--- src/rtl/z_n_seq_sub_if.sv ---
// Start/done handshake bundle for the sequential chunked subtractor.
// The sequencer (master) drives the request and operands; the subtractor
// (slave) returns the registered result, flags and status.
interface z_n_seq_sub_if #(
    parameter int n = 32
);
    logic         start;
    logic [n-1:0] a;
    logic [n-1:0] b;
    logic         b_in;
    logic [n-1:0] diff;
    logic         b_out;
    logic         ovf;
    logic         busy;
    logic         done;

    modport master (
        output start, a, b, b_in,
        input  diff, b_out, ovf, busy, done
    );

    modport slave (
        input  start, a, b, b_in,
        output diff, b_out, ovf, busy, done
    );
endinterface

--- src/rtl/z_n_seq_sub.sv ---
// Multi-cycle n-bit subtractor (n = k*m): diff = a - b - b_in mod 2^n.
// One m-bit chunk is processed per clock, least significant chunk first,
// as a + ~b + carry, where the initial carry is the inverted borrow-in and
// the final borrow is the inverted carry out of the top chunk.
// Operands are captured when a request is accepted, so the requester may
// change them freely afterwards. Result and flags are only updated at the
// completing edge and held otherwise.
module z_n_seq_sub #(
    parameter int k = 8,
    parameter int m = 4
) (
    input  logic           clk,
    input  logic           rst,
    z_n_seq_sub_if.slave   bus
);

    localparam int n  = k * m;
    localparam int CW = (k > 1) ? $clog2(k) : 1;
    localparam logic [CW-1:0] LAST_CNT = CW'(k - 1);

    typedef enum logic [1:0] {
        IDLE,
        RUN,
        DONE
    } state_t;

    state_t          state_q;
    logic [n-1:0]    aOp_q;
    logic [n-1:0]    bOp_q;
    logic [n-1:0]    partial_q;
    logic [n-1:0]    diff_q;
    logic [CW-1:0]   cnt_q;
    logic            carry_q;
    logic            bOut_q;
    logic            ovf_q;
    logic            busy_q;
    logic            done_q;

    logic [m-1:0]    aChunk;
    logic [m-1:0]    bChunk;
    logic [m:0]      chunkSum;
    logic [n-1:0]    partial_d;
    logic            ovf_d;

    // Select the operand chunk addressed by the counter and add it with the
    // running carry; the m+1 bit sum keeps the chunk carry-out in its MSB.
    always_comb begin
        aChunk = '0;
        bChunk = '0;
        for (int i = 0; i < k; i++) begin
            if (cnt_q == CW'(i)) begin
                aChunk = aOp_q[i*m +: m];
                bChunk = bOp_q[i*m +: m];
            end
        end
        chunkSum = {1'b0, aChunk} + {1'b0, ~bChunk} + {{m{1'b0}}, carry_q};
    end

    // Merge the fresh chunk sum into the partial result so the completing
    // edge can publish the full difference, including the last chunk.
    always_comb begin
        partial_d = partial_q;
        for (int i = 0; i < k; i++) begin
            if (cnt_q == CW'(i)) begin
                partial_d[i*m +: m] = chunkSum[m-1:0];
            end
        end
        ovf_d = (aOp_q[n-1] ^ bOp_q[n-1]) & (aOp_q[n-1] ^ partial_d[n-1]);
    end

    // Control FSM with registered result, flags, busy and done pulse.
    always_ff @(posedge clk) begin
        if (rst) begin
            state_q   <= IDLE;
            aOp_q     <= '0;
            bOp_q     <= '0;
            partial_q <= '0;
            diff_q    <= '0;
            cnt_q     <= '0;
            carry_q   <= 1'b0;
            bOut_q    <= 1'b0;
            ovf_q     <= 1'b0;
            busy_q    <= 1'b0;
            done_q    <= 1'b0;
        end else begin
            done_q <= 1'b0;
            case (state_q)
                IDLE, DONE: begin
                    if (bus.start) begin
                        aOp_q     <= bus.a;
                        bOp_q     <= bus.b;
                        carry_q   <= ~bus.b_in;
                        cnt_q     <= '0;
                        partial_q <= '0;
                        busy_q    <= 1'b1;
                        state_q   <= RUN;
                    end else begin
                        state_q   <= IDLE;
                    end
                end
                RUN: begin
                    partial_q <= partial_d;
                    carry_q   <= chunkSum[m];
                    if (cnt_q == LAST_CNT) begin
                        diff_q  <= partial_d;
                        bOut_q  <= ~chunkSum[m];
                        ovf_q   <= ovf_d;
                        busy_q  <= 1'b0;
                        done_q  <= 1'b1;
                        cnt_q   <= '0;
                        state_q <= DONE;
                    end else begin
                        cnt_q   <= cnt_q + 1'b1;
                    end
                end
                default: begin
                    busy_q  <= 1'b0;
                    state_q <= IDLE;
                end
            endcase
        end
    end

    assign bus.diff  = diff_q;
    assign bus.b_out = bOut_q;
    assign bus.ovf   = ovf_q;
    assign bus.busy  = busy_q;
    assign bus.done  = done_q;

endmodule

--- src/flat_wrapper.sv ---
// flat-port wrapper written by rule: the top's interface ports become plain ports
module z_n_seq_sub_flat 
#(
    parameter int k = 8,
    parameter int m = 4
)
  (clk, rst, bus_start, bus_a, bus_b, bus_b_in, bus_diff, bus_b_out, bus_ovf, bus_busy, bus_done);
  z_n_seq_sub_if #(.n(32)) bus_i ();
  input  logic clk;
  input  logic rst;
  input wire logic [$bits(bus_i.start)-1:0] bus_start;
  input wire logic [$bits(bus_i.a)-1:0] bus_a;
  input wire logic [$bits(bus_i.b)-1:0] bus_b;
  input wire logic [$bits(bus_i.b_in)-1:0] bus_b_in;
  output wire logic [$bits(bus_i.diff)-1:0] bus_diff;
  output wire logic [$bits(bus_i.b_out)-1:0] bus_b_out;
  output wire logic [$bits(bus_i.ovf)-1:0] bus_ovf;
  output wire logic [$bits(bus_i.busy)-1:0] bus_busy;
  output wire logic [$bits(bus_i.done)-1:0] bus_done;
  assign bus_i.start = bus_start;
  assign bus_i.a = bus_a;
  assign bus_i.b = bus_b;
  assign bus_i.b_in = bus_b_in;
  assign bus_diff = bus_i.diff;
  assign bus_b_out = bus_i.b_out;
  assign bus_ovf = bus_i.ovf;
  assign bus_busy = bus_i.busy;
  assign bus_done = bus_i.done;
  z_n_seq_sub #(.k(k), .m(m)) u_core (.clk(clk), .rst(rst), .bus(bus_i));
endmodule
--- config.mk ---
export PLATFORM = sky130hd
export DESIGN_NAME = z_n_seq_sub_flat
export DESIGN_NICKNAME = d
export VERILOG_FILES = /design/src/rtl/z_n_seq_sub_if.sv /design/src/rtl/z_n_seq_sub.sv /design/src/flat_wrapper.sv
export SDC_FILE = /design/constraint.sdc
export NUM_CORES = 1
export LEC_CHECK = 0
export BUFFER_PORTS_ARGS = -buffer_cell sky130_fd_sc_hd__buf_2
export CAP_MARGIN = 20
export CORE_UTILIZATION = 31
export DETAILED_ROUTE_END_ITERATION = 8
export SLEW_MARGIN = 20
export SYNTH_ARGS = -nofsm -noshare
export SYNTH_HDL_FRONTEND = slang
export SYNTH_SLANG_ARGS = --single-unit
--- constraint.sdc ---
create_clock -name clk -period 4.6 [get_ports clk]
set_input_delay 0.92 -clock clk [delete_from_list [all_inputs] [get_ports clk]]
set_output_delay 0.92 -clock clk [all_outputs]
set_load 0.1 [all_outputs]
==> metrics.md <==
| Metric | Value |
|---|---|
| Outcome | completed |
| Fin cells | around 1.1k |
| Worst stage delay on the critical path | 610 ps |
| Max FO, Critical Path | 17 |
| Routed vias/inst | roughly 5 |
| Post-CTS Hold Buffers | 0 |
| Fin Clk Skew | approximately 7.5 ps |
| First-pass GRT wire length | roughly 27 mm |
| Vias | 5389 |
| CTS Buffer Depth | 2 |
| Worst hold-check path type | flop to flop |
| Clk_lat worst skew | around 420 ps |
| CTS tree | yes |
| Reg2reg setup slack | 720 ps |
| Overall global routing resource usage | 0.175 |
| Worst-Margin Slew | 981 ps |
| Final WL | around 16 mm |
| Yosys synthesis warning count | 0 |
| Total gr overflow | 0 |
| GPL Wtd Cong | between 0.8 and 0.9 |
| Fmax | 0.258 GHz |
| Yosys top cell area share | 0.458 |
| Port buffer count | 103 |
| CP cell instances | inv_1 -> ha_1 -> o21ai_1 -> o2bb2ai_1 -> o21ai_0 -> a221oi_1 -> fa_1 -> and3b_1 -> or3_1 -> a211o_1 -> a311oi_2 |
| Cells after Synth | approximately 760 |
| Clock sink count | 134 |
| Final setup margin | slightly above 700 ps |
| Most frequent cells after synthesis | nand2_1 (197), dfxtp_1 (134), a21oi_1 (107) |
| Slew Limit Fails | 0 |
| Worst hold margin | between 400 and 500 ps |
| Syn Nets | 835 |
| Sink of the worst hold path | u_core.bus.diff[4] |
| Reg clk slew, reported paths | around 60 ps |
| Setup violators final | 0 |
| WS Path Type | flop to flop |
| Startpoint types | flop |
| Initial DRC count | between 300 and 400 |
| Distinct cells, synth | 44 |
| Seq/Total Area, Yosys | 0.458 |
| Top_reg_cell synth | dfxtp_1 |
| # nets final | between 900 and 1k |
| Pre-CTS WS | 766 ps |
| FF-to-FF path depth | 11 |
| Top post-synthesis cells by area | dfxtp_1 (46%), nand2_1 (13%), a21oi_1 (9.1%) |
| Post-synth EDFFs | 0 |
| Final core occ | 0.394 |
| Die X | between 100 and 150 µm |
| P per Cell Area | 419 mW/mm² |
| Slew HR | 0.346 |
| Largest net degree at the start of global routing | 64 |
| Arr. time, crit path | 4210 ps |
| Max Cap Viol | 0 |
| Die height | 140 µm |
| Crit path time final | 3880 ps |
| Total Neg Setup Slack | 0 ps |
| Synthesized cell area | between 0.005 and 0.006 mm² |
| Post-synth top area cell | dfxtp_1 |
| Avg Inst Size Synth | ~7.8 µm² |
| Data required, critical path | 4930 ps |
| Initial antenna violation count | 0 |
| Inst Count DP | 1043 |
| R2R Path End | u_core.bus.ovf |
| R2R Path Start | u_core.cnt_q[1] |
| Start point of the worst hold path | u_core.bus.diff[4] |
| Hold path depth | 2 |
| P&R area growth vs syn | 22.7% |
| WL/cell | 15.3 µm |
| Crit-path slowest cell | o21ai_1 |
| Core Footprint | ~0.018 mm² |
| Fraction of layout cells with a size suffix above 1 | 0.189 |
| Ant. Diodes | 0 |
| H-tree depth | 4 |
| Final hold vios | 0 |
| HPWL Detailed | approximately 12 mm |
| DIE AREA | ~0.019 mm² |
| FP Rows | 49 |
| Critical Path End Type | flop |
| CTS Buf Count | 17 |
| Detailed-router iteration count before antenna repair | 5 |
| Period utilization | 0.843 |
| CTS resizes | 0 |
| Asr flop ratio synth | 0 |
| Leak Pwr | 0.00283 µW |
| Max VDD drop | approximately 0.3 mV |
| Synthesis-stage register bit count | 134 |
| Drt drc | 0 |
| RSZ-0062 raised after global routing | false |
| Post-CTS Setup Inserts | 0 |
| Antenna violation net count after detailed routing | 0 |
| I/O pins | about 100 |
| Crit path launch | u_core.cnt_q[1] |
| Starting Density | 0.321 |
| Most frequent cell after synthesis | nand2_1 |
| Root Driver | clkbuf_16 |
| Vias in the first global route | 5155 |
==> final cells by class <==
| class | instances | area [µm²] |
|---|---|---|
| Clock buffer | 21 | 470 |
| Clock inverter | 11 | 149 |
| Fill cell | 1912 | 11100 |
| Inverter | 11 | 41.3 |
| Multi-Input combinational cell | 548 | 2890 |
| Sequential cell | 134 | 2680 |
| Tap cell | 229 | 287 |
| Timing Repair Buffer | 122 | 668 |
==> flip-flops by register name, summed over array words and instances, names as in the netlist <==
| signal | cells |
|---|---|
| u_core.aOp_q | 32 |
| u_core.bOp_q | 32 |
| u_core.bus.diff | 32 |
| u_core.partial_q | 28 |
| u_core.cnt_q | 3 |
| u_core.state_q | 2 |
| u_core.bus.b_out | 1 |
| u_core.bus.busy | 1 |
| u_core.bus.done | 1 |
| u_core.bus.ovf | 1 |
| u_core.carry_q | 1 |
==> cell usage in the layout, fill, tap and decap left out, types with 4 or more instances in the layout <==
cell type / instances
nand2_1: 197
dfxtp_1: 134
a21oi_1: 107
buf_2: 102
nor2_1: 61
buf_4: 19
a22oi_1: 18
o21ai_0: 17
clkbuf_16: 17
o211ai_1: 16
inv_1: 10
a211oi_1: 10
nor2b_1: 9
ha_1: 9
a2bb2oi_1: 8
nor3_1: 8
mux2i_1: 8
nand4_1: 8
nand2b_1: 7
a31oi_1: 6
nand3_1: 6
o221ai_1: 5
a311oi_1: 5
o21a_1: 4
nand3b_1: 4
and2_1: 4
a221oi_1: 4
==> worst max-delay path, delay by kind of cell, from the launching register on <==
family / cells / cell delay, ps
AO/OA/AOI/OAI: 6 / 1890
AND/OR/NAND/NOR: 2 / 810
adder cells (fa/ha/maj): 2 / 650
flip-flops: 1 / 380
buffers and inverters: 1 / 80
==> cells by family after synthesis <==
family	after synthesis	share of synthesized area
simple gates	315	0.224
compound gates	213	0.226
buf+inv	74	0.0506
fa+ha+maj	11	0.0260
xor+xnor	1	0.00149
mux	8	0.0137
flops	134	0.458
==> report_power, final <==
group          internal (µW)  total, µW  switching [µW]
Sequential              1200       1230            29.3
Clock                    895       1410             512
Combinational            135        373             238
Total                   2230       3010             779
==> through the flow <==
step | area, µm² | total power (µW)
3_5_place_dp | 6560 | 1630
3_3_place_gp | 6560 | 1630
6_report | 7190 | 3010
4_1_cts | 7180 | 3030
2_1_floorplan | 5860 | 1490
5_1_grt | 7190 | 3140
==> metal layers <==
metal  global-route usage  wire (µm)  vias up
li1                     -          -     2749
met1                0.235       8170     2504
met2                0.279       7450      118
met3               0.0392        613       18
met4               0.0567        220        0
met5                    0          0        -
==> worst max path at each step <==
stage	endpoint	slack, ps	cells past startpoint
final	u_core.bus.ovf	720	11
after global routing	u_core.partial_q[2]	440	13
after CTS	u_core.bus.ovf	750	11
after detailed placement	u_core.bus.ovf	770	11
after global placement	u_core.bus.ovf	860	11
after floorplan	u_core.partial_q[10]	1040	15
Note: power is estimated with default switching activity, not from simulation.
